**config.mk**
```make
export PLATFORM = sky130hd
export DESIGN_NAME = ring_monitor
export DESIGN_NICKNAME = d
export VERILOG_FILES = /design/src/rtl/ring_monitor.sv
export SDC_FILE = /design/constraint.sdc
export NUM_CORES = 1
export LEC_CHECK = 0
export CAP_MARGIN = 15
export CORE_MARGIN = 3
export CORE_UTILIZATION = 42
export DETAILED_ROUTE_END_ITERATION = 10
export HOLD_SLACK_MARGIN = 0.05
export PLACE_DENSITY_LB_ADDON = 0.1
export RECOVER_POWER = 25
export SLEW_MARGIN = 0
export SYNTH_ARGS = -nofsm -noshare
export SYNTH_HDL_FRONTEND = slang
export SYNTH_SLANG_ARGS = --single-unit
```
**constraint.sdc**
```tcl
create_clock -name CK -period 5.2 [get_ports CK]
set_input_delay 1.04 -clock CK [delete_from_list [all_inputs] [get_ports CK]]
set_output_delay 1.04 -clock CK [all_outputs]
set_load 0.01 [all_outputs]
```
**src/rtl/ring_monitor.sv**
```systemverilog
// Lock monitor for a periodic one-cycle tick stream: tracks the tick phase,
// declares lock after a run of good periods and counts lock violations.
module ring_monitor #(
  parameter int C_NUM_CYCLES = 4,
  parameter int C_LOCK_COUNT = 3
) (
  input  logic       CK,
  input  logic       RST,
  input  logic       TICK,
  input  logic       CLR_ERR,
  output logic       LOCKED,
  output logic       ERR,
  output logic [7:0] ERR_CNT,
  output logic [1:0] STATE
);

  localparam int GW = $clog2(C_NUM_CYCLES + 2);
  localparam int KW = (C_LOCK_COUNT < 1) ? 1 : $clog2(C_LOCK_COUNT + 1);
  localparam logic [GW-1:0] G_TGT  = GW'(C_NUM_CYCLES);
  localparam logic [GW-1:0] G_SAT  = GW'(C_NUM_CYCLES + 1);
  localparam logic [KW-1:0] K_LAST = KW'(C_LOCK_COUNT - 1);

  typedef enum logic [1:0] {
    S_IDLE = 2'd0,
    S_ACQ  = 2'd1,
    S_LOCK = 2'd2
  } state_e;

  state_e          state_q, state_d;
  logic [GW-1:0]   g_q, g_d;
  logic [KW-1:0]   k_q, k_d;
  logic            locked_q, locked_d;
  logic            err_q, err_d;
  logic [7:0]      cnt_q, cnt_d;
  logic            good, bad, miss, viol;

  // A tick always wins over the missing-tick condition, and is judged by
  // the current gap value even when the gap counter is about to saturate.
  assign good = TICK  && (g_q == G_TGT);
  assign bad  = TICK  && (g_q != G_TGT);
  assign miss = !TICK && (g_q == G_TGT);

  always_ff @(posedge CK or negedge RST) begin
    if (!RST) begin
      state_q  <= S_IDLE;
      g_q      <= '0;
      k_q      <= '0;
      locked_q <= 1'b0;
      err_q    <= 1'b0;
      cnt_q    <= '0;
    end else begin
      state_q  <= state_d;
      g_q      <= g_d;
      k_q      <= k_d;
      locked_q <= locked_d;
      err_q    <= err_d;
      cnt_q    <= cnt_d;
    end
  end

  always_comb begin
    state_d = state_q;
    k_d     = k_q;
    viol    = 1'b0;
    case (state_q)
      S_IDLE: begin
        if (TICK) begin
          state_d = S_ACQ;
          k_d     = '0;
        end
      end
      S_ACQ: begin
        if (good) begin
          k_d = k_q + KW'(1);
          if (k_q == K_LAST) state_d = S_LOCK;
        end else if (bad) begin
          k_d = '0;
        end else if (miss) begin
          state_d = S_IDLE;
          k_d     = '0;
        end
      end
      S_LOCK: begin
        if (bad) begin
          state_d = S_ACQ;
          k_d     = '0;
          viol    = 1'b1;
        end else if (miss) begin
          state_d = S_IDLE;
          k_d     = '0;
          viol    = 1'b1;
        end
      end
      default: begin
        state_d = S_IDLE;
        k_d     = '0;
      end
    endcase
  end

  always_comb begin
    g_d = g_q;
    if (TICK)               g_d = GW'(1);
    else if (g_q != G_SAT)  g_d = g_q + GW'(1);

    locked_d = (state_d == S_LOCK);
    err_d    = viol;

    // A clear coinciding with a violation still records that violation.
    cnt_d = cnt_q;
    if (CLR_ERR)                   cnt_d = viol ? 8'd1 : 8'd0;
    else if (viol && cnt_q != 8'hFF) cnt_d = cnt_q + 8'd1;
  end

  always_comb begin
    LOCKED  = locked_q;
    ERR     = err_q;
    ERR_CNT = cnt_q;
    STATE   = state_q;
  end

endmodule

```
==> results_tabular.tex, run 1 <==
\begin{tabular}{lr}
\hline
Metric & Value \\
\hline
\multicolumn{2}{l}{\textbf{Setup path}} \\
\quad WS Path Type & in -> reg \\
\quad Critical path buffer and inverter count & 3 \\
\quad Worst path cell trace & dlygate4sd3\_1, inv\_1, ha\_1, inv\_2, o31ai\_4, o221ai\_2, a2111oi\_2 \\
\quad Depth of the most critical reg-to-reg path & 8 \\
\quad Category of cells accounting for the largest share of critical-path delay & buffers and inverters \\
\quad Worst path depth & 7 \\
\quad Stage delay of the slowest cell on the critical path & 630 ps \\
\quad Data required time of the worst path & 5390 ps \\
\quad Slowest library cell on the worst path & sky130\_fd\_sc\_hd\_\_dlygate4sd3\_1 \\
\quad Startpoint kind of the worst setup timing path & input port \\
\quad Nature of the critical path endpoint & flop \\
\quad Arrival @ worst endpoint & 2820 ps \\
\quad Highest fanout seen on the critical path & 7 \\
\multicolumn{2}{l}{\textbf{Logic synthesis}} \\
\quad Share of synthesized area occupied by flip-flops and latches & 41.2\% \\
\quad Async set-reset flop share out of synthesis & 100\% \\
\quad Main flop type after synthesis & sky130\_fd\_sc\_hd\_\_dfrtp\_1 \\
\quad Area leader, netlist & sky130\_fd\_sc\_hd\_\_dfrtp\_1 \\
\quad Net Count, Synth & 121 \\
\quad Biggest area contributors in the synthesized netlist & sky130\_fd\_sc\_hd\_\_dfrtp\_1 (41\%), sky130\_fd\_sc\_hd\_\_ha\_1 (15\%), sky130\_fd\_sc\_hd\_\_nand2\_1 (4.0\%) \\
\quad Synth Cell Area & 1030 µm² \\
\quad Gate count after technology mapping & about 110 \\
\quad Share of Yosys cell area claimed by the top area cell type & 41.2\% \\
\quad \#FFs+latches synth & 17 \\
\quad Number of warnings reported in the yosys synthesis log & 0 \\
\quad EDFF count, synth & 0 \\
\quad Commonest cells in the netlist & sky130\_fd\_sc\_hd\_\_dfrtp\_1 (17), sky130\_fd\_sc\_hd\_\_ha\_1 (12), sky130\_fd\_sc\_hd\_\_nand2\_1 (11) \\
\quad Count of unique library cells instantiated by Yosys & 33 \\
\quad Average instance area after synthesis & slightly below 10 µm² \\
\quad Most instantiated library cell after synthesis & sky130\_fd\_sc\_hd\_\_dfrtp\_1 \\
\multicolumn{2}{l}{\textbf{Die}} \\
\quad Die X & 55.6 µm \\
\quad Number of rows created at floorplan & 17 \\
\quad Die Footprint & 3090 µm² \\
\quad DIE HEIGHT & 55.6 µm \\
\quad Initial Utilization & 45.4\% \\
\quad Num ports & 16 \\
\quad Core footprint & 2280 µm² \\
\multicolumn{2}{l}{\textbf{Hold path}} \\
\quad Kind of path behind the tightest hold check & reg -> reg \\
\quad Hold Path Depth & 1 \\
\multicolumn{2}{l}{\textbf{Routing}} \\
\quad Count of TritonRoute iterations in the first routing pass & 4 \\
\quad Post-DRT Antenna Nets & 0 \\
\quad Drt initial violations & 17 \\
\quad Routed length per instance & roughly 13 µm \\
\quad Total via count after detailed routing & 797 \\
\quad DRC viols & 0 \\
\quad Final WL & 2020 µm \\
\quad Routed vias/inst & 5.31 \\
\multicolumn{2}{l}{\textbf{Global route}} \\
\quad Largest net degree at the start of global routing & 18 \\
\quad Initial antenna violation count & 0 \\
\quad Global-route wire length before repair & 3530 µm \\
\quad Via count of the first global-routing pass & 761 \\
\quad GRT Resource Usage Total & 14.2\% \\
\quad Grt ovf & 0 \\
\multicolumn{2}{l}{\textbf{Timing}} \\
\quad Tcrit/Tclk final & 50.5\% \\
\quad Final TNS setup & 0 ps \\
\quad Worst hold-check slack & 505 ps \\
\quad Final count of negative-setup-slack endpoints & 0 \\
\quad Tmin final & 2630 ps \\
\quad Worst max-slew margin expressed relative to the limit & around 48\% \\
\quad Fin worst setup slack & roughly 2600 ps \\
\quad Final count of pins violating max slew & 0 \\
\quad Final Hold Violating Endpoints & 0 \\
\quad Maximum frequency from static timing analysis & 381 MHz \\
\quad Final clock skew & about 12 ps \\
\quad Unrepaired setup endpoints after global routing & no \\
\quad Slew at the pin closest to its max-slew limit & between 700 and 800 ps \\
\multicolumn{2}{l}{\textbf{Placement}} \\
\quad DP Wirelength & between 1500 and 2000 µm \\
\quad Pre-CTS setup slack & 2330 ps \\
\quad Placed Cells incl. Taps & between 100 and 150 \\
\quad Last weighted congestion value of the routability-driven placer & 0.806 \\
\quad Total of buffers placed on input and output ports & 15 \\
\multicolumn{2}{l}{\textbf{Clocking}} \\
\quad CTS Root Cell & sky130\_fd\_sc\_hd\_\_clkbuf\_4 \\
\quad Hold buffer count at CTS & 0 \\
\quad Resized cells post-CTS & 0 \\
\quad Total number of H-tree levels & 1 \\
\quad Number of buffers on the longest clock path & 2 \\
\quad Worst-skew pair later-pin latency & 290 ps \\
\quad CTS buffer count & 3 \\
\quad Buffers inserted by post-CTS timing repair & 0 \\
\quad Worst-path clk slew & about 100 ps \\
\quad Clock tree from TritonCTS & built \\
\quad Sinks on Clock Net & 17 \\
\multicolumn{2}{l}{\textbf{Finish}} \\
\quad Count of inserted antenna diode cells & 0 \\
\quad Synthesis-to-layout area growth & 19.5\% \\
\quad Net count of the finished layout & between 100 and 150 \\
\quad Fraction of final layout cells sized beyond drive strength 1 & 9.84\% \\
\quad Finished Layout Cells & 150 \\
\multicolumn{2}{l}{\textbf{Power}} \\
\quad Peak ir drop on the vdd network & 0.000177 V \\
\quad Pleak & 0.000569 µW \\
\quad Power per standard cell area & approximately 280 nW/µm² \\
\multicolumn{2}{l}{\textbf{Run status}} \\
\quad Outcome & completed \\
\multicolumn{2}{l}{\textbf{Job}} \\
\quad \# Max-Cap Violations & 0 \\
\hline
\end{tabular}
==> flip-flops by register name (all words and copies together), names as in the netlist <==
signal and cells:
LOCKED 1, k_q 2, g_q 3, ERR_CNT 8, STATE 2, ERR 1
==> routing by layer <==
metal	vias to the layer above	global-route usage, %	wire (µm)
li1	407	-	-
met1	372	20.6	1000
met2	16	20.1	911
met3	2	5.34	87
met4	0	3.13	17
met5	-	0	0
==> where the power goes <==
part / total, µW / internal [µW] / switching, µW
clock: 69.2 / 28.6 / 40.6
combinational: 113 / 50.6 / 62.4
sequential: 161 / 144 / 16.3
==> placed cells by master, fill, tap and decap left out, types with 3 or more instances in the layout <==
cell,n
sky130_fd_sc_hd__inv_2,3
sky130_fd_sc_hd__a31oi_1,3
sky130_fd_sc_hd__clkdlybuf4s50_1,13
sky130_fd_sc_hd__clkbuf_4,3
sky130_fd_sc_hd__nand2_1,11
sky130_fd_sc_hd__and3_1,4
sky130_fd_sc_hd__a211oi_1,3
sky130_fd_sc_hd__dfrtp_1,17
sky130_fd_sc_hd__nor3_1,5
sky130_fd_sc_hd__nor2_1,6
sky130_fd_sc_hd__a21oi_1,7
sky130_fd_sc_hd__inv_1,8
sky130_fd_sc_hd__ha_1,12
==> worst reg2reg max path: stages, from the launching register on <==
cell                       delay [ps]
sky130_fd_sc_hd__dfrtp_1          410
sky130_fd_sc_hd__inv_1             60
sky130_fd_sc_hd__ha_1             190
sky130_fd_sc_hd__and2_1           180
sky130_fd_sc_hd__ha_1             280
sky130_fd_sc_hd__nand2_1          110
sky130_fd_sc_hd__nor2_1           370
sky130_fd_sc_hd__and4bb_2         290
sky130_fd_sc_hd__nor3_1            40
==> through the flow <==
step | area (µm²) | total power [µW] | util, %
4_1_cts | 1230 | 347 | 54.3
2_1_floorplan | 1030 | 243 | -
5_1_grt | 1230 | 372 | 54.3
3_3_place_gp | 1210 | 272 | 53.1
6_report | 1230 | 343 | 54.3
3_5_place_dp | 1210 | 277 | 53.1
==> area by class of cell <==
| type | count | area (µm²) |
|---|---|---|
| Clock buffer | 3 | 22.5 |
| Clock inverter | 1 | 5.00 |
| Fill cell | 218 | 1040 |
| Inverter | 11 | 41.3 |
| Multi-Input combinational cell | 75 | 556 |
| Sequential cell | 17 | 425 |
| Tap cell | 28 | 35.0 |
| Timing Repair Buffer | 15 | 150 |
==> cell families after synthesis <==
logic type                 Yosys count  synth area share [%]
muxes                                1                 0.969
and+or+nand+nor                     37                  19.0
adders and majority gates           12                  14.5
xor gates and xnor gates             1                 0.848
DFF                                 17                  41.2
AOI/OAI and AO/OA                   24                  18.4
buffers and inverters               13                  5.08
==> path summary, 6_finish.rpt <==
| check | startpoint | slack [ps] | endpoint |
|---|---|---|---|
| worst max-delay path | TICK | 2570 | LOCKED |
| worst min-delay path | k_q[1] | 500 | k_q[1] |
| worst max register to register | g_q[0] | 3150 | ERR_CNT[5] |
| worst min register to register | k_q[1] | 500 | k_q[1] |
| max in group asynchronous | RST | 3450 | g_q[2] |
| min in group asynchronous | RST | 1250 | STATE[0] |
Power figures use the tool's default switching activity.
==> run 2, diff against run 1 <==
==> constraint.sdc (replaced) <==
create_clock -name CK -period 2.1 [get_ports CK]
set_input_delay 0.42 -clock CK [delete_from_list [all_inputs] [get_ports CK]]
set_output_delay 0.42 -clock CK [all_outputs]
set_load 0.01 [all_outputs]
==> run 2 against run 1 <==
  * Total power grew to 2.6 times the previous value
  * Sequential share of layout area is 1.7 points lower
  * Via count rose by 5.4%
  * Worst setup slack got worse by 2500 ps
  * Register-to-register slack worse by 3000 ps
  * Largest power group unchanged
==> results_tabular.tex, run 2 (synthesized netlist as in run 1, its figures left out) <==
\begin{tabular}{lr}
\hline
Metric & Value \\
\hline
\multicolumn{2}{l}{\textbf{Global route}} \\
\quad Global-route wire length before repair & 3640 µm (was 3530 µm) \\
\quad Largest net degree at the start of global routing & 18 (unchanged) \\
\quad Initial antenna violation count & 0 (unchanged) \\
\quad Via count of the first global-routing pass & 836 (was 761) \\
\quad Routing usage on met1 & 18.8\% (was 20.6\%) \\
\quad Top Usage Layer GRT & met2 (was met1) \\
\quad Fraction of met3 tracks used by global routing & 5.57\% (was 5.34\%) \\
\quad Grt ovf & 0 (unchanged) \\
\quad Met2 usage in global routing & 22.8\% (was 20.1\%) \\
\quad GRT Resource Usage Total & 14.6\% (was 14.2\%) \\
\multicolumn{2}{l}{\textbf{Hold path}} \\
\quad Hold path startpoint & k\_q[1] (unchanged) \\
\quad Kind of path behind the tightest hold check & reg -> reg (unchanged) \\
\multicolumn{2}{l}{\textbf{Setup path}} \\
\quad Worst path cell trace & inv\_1, ha\_1, and2\_1, ha\_1, nand2\_1, inv\_2, and3\_2, and4b\_1, nor3\_1 (was dlygate4sd3\_1, inv\_1, ha\_1, inv\_2, o31ai\_4, o221ai\_2, a2111oi\_2) \\
\quad Cell repeated most along the worst path & sky130\_fd\_sc\_hd\_\_ha\_1 \\
\quad Slowest library cell on the worst path & sky130\_fd\_sc\_hd\_\_dfrtp\_1 (was sky130\_fd\_sc\_hd\_\_dlygate4sd3\_1) \\
\quad R2R Path Start & g\_q[1] (was g\_q[0]) \\
\quad Startpoint kind of the worst setup timing path & flop (was input port) \\
\quad WS Path Type & reg -> reg (was in -> reg) \\
\quad Stage delay of the slowest cell on the critical path & 390 ps (was 630 ps) \\
\quad Crit. Startpoint & g\_q[1] (was TICK) \\
\quad Category of cells accounting for the largest share of critical-path delay & simple AND/OR/NAND/NOR gates (was buffers and inverters) \\
\quad Critical path buffer and inverter count & 2 (was 3) \\
\quad Arrival @ worst endpoint & 2200 ps (was 2820 ps) \\
\quad Highest fanout seen on the critical path & 5 (was 7) \\
\quad Nature of the critical path endpoint & flop (unchanged) \\
\quad Data required time of the worst path & 2310 ps (was 5390 ps) \\
\multicolumn{2}{l}{\textbf{Finish}} \\
\quad Commonest non-fill, non-tap cell in the layout & sky130\_fd\_sc\_hd\_\_dfrtp\_1 (unchanged) \\
\quad Utilization after layout & 57.0\% (was 54.3\%) \\
\quad Footprint of the multi-input gates & 577 µm² (was 556 µm²) \\
\quad Net count of the finished layout & 145 (was 139) \\
\quad Final-layout fill cell count & 202 (was 218) \\
\quad Synthesis-to-layout area growth & 25.5\% (was 19.5\%) \\
\quad Most frequent cells in the layout & sky130\_fd\_sc\_hd\_\_dfrtp\_1 (17), sky130\_fd\_sc\_hd\_\_clkdlybuf4s50\_1 (14), sky130\_fd\_sc\_hd\_\_ha\_1 (12), sky130\_fd\_sc\_hd\_\_nand2\_1 (11), sky130\_fd\_sc\_hd\_\_inv\_1 (8) (was sky130\_fd\_sc\_hd\_\_dfrtp\_1 (17), sky130\_fd\_sc\_hd\_\_clkdlybuf4s50\_1 (13), sky130\_fd\_sc\_hd\_\_ha\_1 (12), sky130\_fd\_sc\_hd\_\_nand2\_1 (11), sky130\_fd\_sc\_hd\_\_inv\_1 (8)) \\
\quad Largest register FFs & 8 (unchanged) \\
\quad Fraction of final layout cells sized beyond drive strength 1 & 17.2\% (was 9.84\%) \\
\quad Count of inserted antenna diode cells & 0 (unchanged) \\
\quad Reg area & 425 µm² (unchanged) \\
\multicolumn{2}{l}{\textbf{Timing}} \\
\quad Slew at the pin closest to its max-slew limit & 913 ps (was 771 ps) \\
\quad Maximum frequency from static timing analysis & 502 MHz \\
\quad Final clock skew & 4.11 ps (was 11.5 ps) \\
\quad Tmin final & $\sim$2000 ps \\
\quad Tcrit/Tclk final & 94.8\% \\
\quad Worst max-slew margin expressed relative to the limit & 39.1\% (was 48.5\%) \\
\quad Worst hold-check slack & 505 ps (about the same) \\
\quad Final count of pins violating max slew & 0 (unchanged) \\
\quad Final Hold Violating Endpoints & 0 (unchanged) \\
\quad Final count of negative-setup-slack endpoints & 0 (unchanged) \\
\multicolumn{2}{l}{\textbf{Die}} \\
\quad Core footprint & 2280 µm² (unchanged) \\
\quad Num ports & 16 (unchanged) \\
\quad Die X & 55.6 µm (unchanged) \\
\quad Initial Utilization & 45.4\% (unchanged) \\
\quad Number of rows created at floorplan & 17 (unchanged) \\
\quad Die Footprint & 3090 µm² (unchanged) \\
\quad DIE HEIGHT & 55.6 µm (unchanged) \\
\multicolumn{2}{l}{\textbf{Routing}} \\
\quad Routed length per instance & 13.5 µm (about the same) \\
\quad Routed vias/inst & 5.38 (was 5.31) \\
\quad Total via count after detailed routing & 840 (was 797) \\
\quad Count of TritonRoute iterations in the first routing pass & 4 (unchanged) \\
\quad Post-DRT Antenna Nets & 0 (unchanged) \\
\quad Final WL & 2110 µm (was 2020 µm) \\
\quad DRC viols & 0 (unchanged) \\
\quad Drt initial violations & 12 (was 17) \\
\multicolumn{2}{l}{\textbf{Clocking}} \\
\quad Clock tree from TritonCTS & built (unchanged) \\
\quad Total number of H-tree levels & 1 (unchanged) \\
\quad CTS Root Cell & sky130\_fd\_sc\_hd\_\_clkbuf\_4 (unchanged) \\
\quad Worst-path clk slew & 100 ps (about the same) \\
\quad Worst-skew pair later-pin latency & 290 ps (about the same) \\
\quad CTS buffer count & 3 (unchanged) \\
\quad Sinks on Clock Net & 17 (unchanged) \\
\quad Number of buffers on the longest clock path & 2 (unchanged) \\
\multicolumn{2}{l}{\textbf{Run status}} \\
\quad Outcome & completed (unchanged) \\
\multicolumn{2}{l}{\textbf{Power}} \\
\quad Part of the power in the clock network & 19.8\% (was 20.2\%) \\
\quad Peak ir drop on the vdd network & 0.000460 V (was 0.000177 V) \\
\quad Power per standard cell area & 678 nW/µm² (was 278 nW/µm²) \\
\quad Switching power share of the total & 34.7\% (was 34.8\%) \\
\quad Net Switching & 305 µW (was 119 µW) \\
\quad Pleak & 0.000598 µW (was 0.000569 µW) \\
\quad Combinational share of power & 35.2\% (was 33.0\%) \\
\quad Pint & 574 µW (was 224 µW) \\
\quad Share of power burned in registers & 45.0\% (was 46.8\%) \\
\multicolumn{2}{l}{\textbf{Placement}} \\
\quad Total of buffers placed on input and output ports & 15 (unchanged) \\
\quad DP Wirelength & 1610 µm (was 1520 µm) \\
\quad Last weighted congestion value of the routability-driven placer & 0.838 (was 0.806) \\
\multicolumn{2}{l}{\textbf{Job}} \\
\quad \# Max-Cap Violations & 0 (unchanged) \\
\hline
\end{tabular}
==> run 2: area by class of cell <==
| cell class | count | share of cell area [%] |
|---|---|---|
| Timing Repair Buffer | 21 | 14.8 |
| Sequential cell | 17 | 32.8 |
| Multi-Input combinational cell | 75 | 44.5 |
| Inverter | 11 | 3.18 |
| Clock inverter | 1 | 0.386 |
| Tap cell | 28 | 2.70 |
| Clock buffer | 3 | 1.74 |
==> run 2: worst paths after layout <==
check	to	slack [ps]	depth (start not counted)
setup reg to reg	ERR_CNT[6]	110	9
hold / removal	k_q[1]	510	1
max in group asynchronous	ERR_CNT[2]	780	2
min in group asynchronous	k_q[0]	760	2
setup / recovery	ERR_CNT[6]	110	9
hold reg to reg	k_q[1]	510	1
==> run 2: routing by layer <==
metal	vias to the layer above	share of wire, %	wire (µm)
met5	-	0	0
met4	0	1.1	23
met3	4	5.0	105
met2	15	47	983
met1	401	47	992
li1	420	-	-
==> run 2: timing repair <==
action / 4_1_cts / 5_1_grt
endpoints found under the setup margin: 0 / 4
gates resized for setup: 0 / 5
hold buffers: 0 / 0
setup buffers: 0 / 1
==> run 2: worst register-to-register path, cell delays in order (launching register included) <==
cell and delay (ps):
sky130_fd_sc_hd__dfrtp_1 390, sky130_fd_sc_hd__inv_1 80, sky130_fd_sc_hd__ha_1 170, sky130_fd_sc_hd__and2_1 180, sky130_fd_sc_hd__ha_1 270, sky130_fd_sc_hd__nand2_1 160
sky130_fd_sc_hd__inv_2 50, sky130_fd_sc_hd__and3_2 240, sky130_fd_sc_hd__and4b_1 200, sky130_fd_sc_hd__nor3_1 170
==> run 2: stage by stage <==
stage          instances  total power, µW  setup slack (ps)  TNS, ps  instance area (µm²)
2_1_floorplan        105              601               256        0                 1030
5_1_grt              156              951             -3.56    -3.56                 1300
3_5_place_dp         151              704             -52.0     -140                 1240
4_1_cts              155              881              92.5        0                 1270
6_report             156              879               110        0                 1300
3_3_place_gp         151              689              5.83        0                 1240
==> run 2: power by group through the flow <==
stage	combinational, µW	clock (µW)	sequential, µW
after floorplan	201	0	400
after global placement	287	0	403
after detailed placement	298	0	406
after CTS	300	182	399
after global routing	347	201	403
final	310	174	396
==> run 3, diff against run 2 <==
--- a/config.mk
+++ b/config.mk
@@ -10,7 +10,7 @@
 export CORE_UTILIZATION = 42
 export DETAILED_ROUTE_END_ITERATION = 10
 export HOLD_SLACK_MARGIN = 0.05
-export PLACE_DENSITY_LB_ADDON = 0.1
+export PLACE_DENSITY = 0.75
 export RECOVER_POWER = 25
 export SLEW_MARGIN = 0
 export SYNTH_ARGS = -nofsm -noshare
==> run 3 against run 2 <==
  * Sequential share of layout area is essentially flat
  * Non-clock buffer count grew 2
  * Maximum frequency grew 1.8%
  * Total power grew 2.5%
  * Clock skew grew 2.3 ps
  * Combinational power grew 5%
  * Hold slack gained 18 ps
  * Register-to-register slack gained 30 ps
  * Flip-flop and latch count is the same
  * Critical endpoint is now LOCKED
==> results_tabular.tex, run 3 (synthesized netlist as in run 1, its figures left out) <==
\begin{tabular}{lr}
\hline
Metric & Value \\
\hline
\multicolumn{2}{l}{\textbf{Finish}} \\
\quad Commonest non-fill, non-tap cell in the layout & sky130\_fd\_sc\_hd\_\_dfrtp\_1 (unchanged) \\
\quad Most frequent cells in the layout & sky130\_fd\_sc\_hd\_\_dfrtp\_1 (17), sky130\_fd\_sc\_hd\_\_clkdlybuf4s50\_1 (14), sky130\_fd\_sc\_hd\_\_ha\_1 (12), sky130\_fd\_sc\_hd\_\_nand2\_1 (10), sky130\_fd\_sc\_hd\_\_inv\_1 (8) (was sky130\_fd\_sc\_hd\_\_dfrtp\_1 (17), sky130\_fd\_sc\_hd\_\_clkdlybuf4s50\_1 (14), sky130\_fd\_sc\_hd\_\_ha\_1 (12), sky130\_fd\_sc\_hd\_\_nand2\_1 (11), sky130\_fd\_sc\_hd\_\_inv\_1 (8)) \\
\quad Largest register FFs & 8 (unchanged) \\
\quad Final-layout fill cell count & 199 (was 202) \\
\quad Count of inserted antenna diode cells & 0 (unchanged) \\
\quad Finished Layout Cells & 158 (was 156) \\
\quad Synthesis-to-layout area growth & 25.7\% (was 25.5\%) \\
\quad Net count of the finished layout & 147 (was 145) \\
\quad Fraction of final layout cells sized beyond drive strength 1 & 16.2\% (was 17.2\%) \\
\multicolumn{2}{l}{\textbf{Global route}} \\
\quad Via count of the first global-routing pass & 916 (was 836) \\
\quad Global-route wire length before repair & 4010 µm (was 3640 µm) \\
\quad Grt ovf & 0 (unchanged) \\
\quad Largest net degree at the start of global routing & 18 (unchanged) \\
\quad Initial antenna violation count & 0 (unchanged) \\
\quad GRT Resource Usage Total & 15.8\% (was 14.6\%) \\
\multicolumn{2}{l}{\textbf{Die}} \\
\quad Die Footprint & 3090 µm² (unchanged) \\
\quad Die X & 55.6 µm (unchanged) \\
\quad DIE HEIGHT & 55.6 µm (unchanged) \\
\quad Initial Utilization & 45.4\% (unchanged) \\
\quad Num ports & 16 (unchanged) \\
\quad Number of rows created at floorplan & 17 (unchanged) \\
\quad Core footprint & 2280 µm² (unchanged) \\
\multicolumn{2}{l}{\textbf{Setup path}} \\
\quad WS Path Type & reg -> reg (unchanged) \\
\quad Highest fanout seen on the critical path & 4 (was 5) \\
\quad Startpoint kind of the worst setup timing path & flop (unchanged) \\
\quad Register-to-Register Setup Slack & 140 ps (was 110 ps) \\
\quad R2R Path Start & g\_q[1] (unchanged) \\
\quad Depth of the most critical reg-to-reg path & 8 (was 9) \\
\quad Arrival @ worst endpoint & 2140 ps (was 2200 ps) \\
\quad Crit. Startpoint & g\_q[1] (unchanged) \\
\quad Nature of the critical path endpoint & flop (unchanged) \\
\quad FF-to-FF End & LOCKED (was ERR\_CNT[6]) \\
\quad Endpoint of the worst setup timing path & LOCKED (was ERR\_CNT[6]) \\
\quad Data required time of the worst path & 2280 ps (was 2310 ps) \\
\multicolumn{2}{l}{\textbf{Routing}} \\
\quad Post-DRT Antenna Nets & 0 (unchanged) \\
\quad Drt initial violations & 24 (was 12) \\
\quad Total via count after detailed routing & 867 (was 840) \\
\quad Routed vias/inst & 5.49 (was 5.38) \\
\quad DRC viols & 0 (unchanged) \\
\quad Routed length per instance & 13.7 µm (was 13.5 µm) \\
\quad Count of TritonRoute iterations in the first routing pass & 4 (unchanged) \\
\quad Final WL & 2160 µm (was 2110 µm) \\
\multicolumn{2}{l}{\textbf{Hold path}} \\
\quad Hold Path Depth & 1 (unchanged) \\
\quad Kind of path behind the tightest hold check & reg -> reg (unchanged) \\
\quad Hold path startpoint & k\_q[0] (was k\_q[1]) \\
\multicolumn{2}{l}{\textbf{Timing}} \\
\quad Fin worst setup slack & 144 ps (was 110 ps) \\
\quad Slew at the pin closest to its max-slew limit & 957 ps (was 913 ps) \\
\quad Maximum frequency from static timing analysis & 511 MHz (was 502 MHz) \\
\quad Final clock skew & 6.40 ps (was 4.11 ps) \\
\quad Unrepaired setup endpoints after global routing & no \\
\quad Final count of pins violating max slew & 0 (unchanged) \\
\quad Final Hold Violating Endpoints & 0 (unchanged) \\
\quad Tmin final & 1960 ps (was 1990 ps) \\
\quad Worst max-slew margin expressed relative to the limit & 36.2\% (was 39.1\%) \\
\quad Tcrit/Tclk final & 93.1\% (was 94.8\%) \\
\quad Final count of negative-setup-slack endpoints & 0 (unchanged) \\
\multicolumn{2}{l}{\textbf{Power}} \\
\quad Peak ir drop on the vdd network & 0.000459 V (was 0.000460 V) \\
\quad Pleak & 0.000606 µW (was 0.000598 µW) \\
\quad Power per standard cell area & 694 nW/µm² (was 678 nW/µm²) \\
\multicolumn{2}{l}{\textbf{Clocking}} \\
\quad CTS Root Cell & sky130\_fd\_sc\_hd\_\_clkbuf\_4 (unchanged) \\
\quad Hold buffer count at CTS & 0 (unchanged) \\
\quad Sinks on Clock Net & 17 (unchanged) \\
\quad Number of buffers on the longest clock path & 2 (unchanged) \\
\quad Worst-skew pair later-pin latency & 300 ps (was 290 ps) \\
\quad CTS buffer count & 3 (unchanged) \\
\quad Clock tree from TritonCTS & built (unchanged) \\
\quad Worst-path clk slew & 110 ps (was 100 ps) \\
\quad Total number of H-tree levels & 1 (unchanged) \\
\multicolumn{2}{l}{\textbf{Placement}} \\
\quad DP Wirelength & 1580 µm (was 1610 µm) \\
\quad Last weighted congestion value of the routability-driven placer & 0.866 (was 0.838) \\
\quad Pre-CTS setup slack & -78.2 ps (was -52.0 ps) \\
\quad Total of buffers placed on input and output ports & 15 (unchanged) \\
\quad Placed Cells incl. Taps & 152 (was 151) \\
\multicolumn{2}{l}{\textbf{Run status}} \\
\quad Outcome & completed (unchanged) \\
\multicolumn{2}{l}{\textbf{Job}} \\
\quad \# Max-Cap Violations & 0 (unchanged) \\
\hline
\end{tabular}
[run 3: report_power, final]
group	switching [µW]	leakage, µW	total (µW)	internal [µW]
Clock	112	0.0000177	183	70.9
Sequential	37.4	0.000230	395	357
Combinational	171	0.000359	324	153
[run 3: worst min path at each step]
stage	end	slack (ps)
2_1_floorplan	ERR	120
3_3_place_gp	k_q[1]	480
3_5_place_dp	k_q[1]	500
4_1_cts	g_q[2]	430
5_1_grt	k_q[0]	550
6_report	k_q[0]	520
[run 3: metal layers]
layer / global-route usage [%] / wire, µm / share of wire (%) / vias up
li1: - / - / - / 420
met1: 19.5 / 964 / 45 / 424
met2: 27.5 / 1090 / 50 / 19
met3: 4.64 / 83 / 3.8 / 4
met4: 2.78 / 27 / 1.2 / 0
met5: 0 / 0 / 0 / -
[run 3: area by class of cell]
class / instances / area (µm²) / share of cell area (%)
repair buffers: 23 / 206 / 15.9
flip-flops and latches: 17 / 425 / 32.8
inverters: 11 / 41.3 / 3.18
multi-input cells: 75 / 563 / 43.4
clock inverters: 1 / 5.00 / 0.385
clock buffers: 3 / 22.5 / 1.73
well taps: 28 / 35.0 / 2.70
[run 3: through the flow]
step / hold WS [ps] / cell area (µm²) / setup TNS (ps) / util [%] / power (µW)
after detailed placement: 504 / 1250 / -98.2 / 55.0 / 705
after global placement: 478 / 1250 / -5.25 / 55.0 / 687
after CTS: 432 / 1280 / 0 / 56.2 / 891
final: 523 / 1300 / 0 / 57.1 / 902
after global routing: 548 / 1300 / 0 / 57.1 / 970
after floorplan: 124 / 1030 / 0 / - / 601
[run 3: repair_timing]
item,CTS,global route
endpoints found under the setup margin,0,2
resized for setup,0,2
setup buffers,0,2
[run 3: critical path: stages (launching register included)]
cell	delay (ps)
sky130_fd_sc_hd__dfrtp_1	420
sky130_fd_sc_hd__inv_1	80
sky130_fd_sc_hd__ha_1	140
sky130_fd_sc_hd__and2_1	170
sky130_fd_sc_hd__inv_1	60
sky130_fd_sc_hd__ha_1	250
sky130_fd_sc_hd__o31ai_4	260
sky130_fd_sc_hd__o221ai_2	140
sky130_fd_sc_hd__a2111oi_2	320
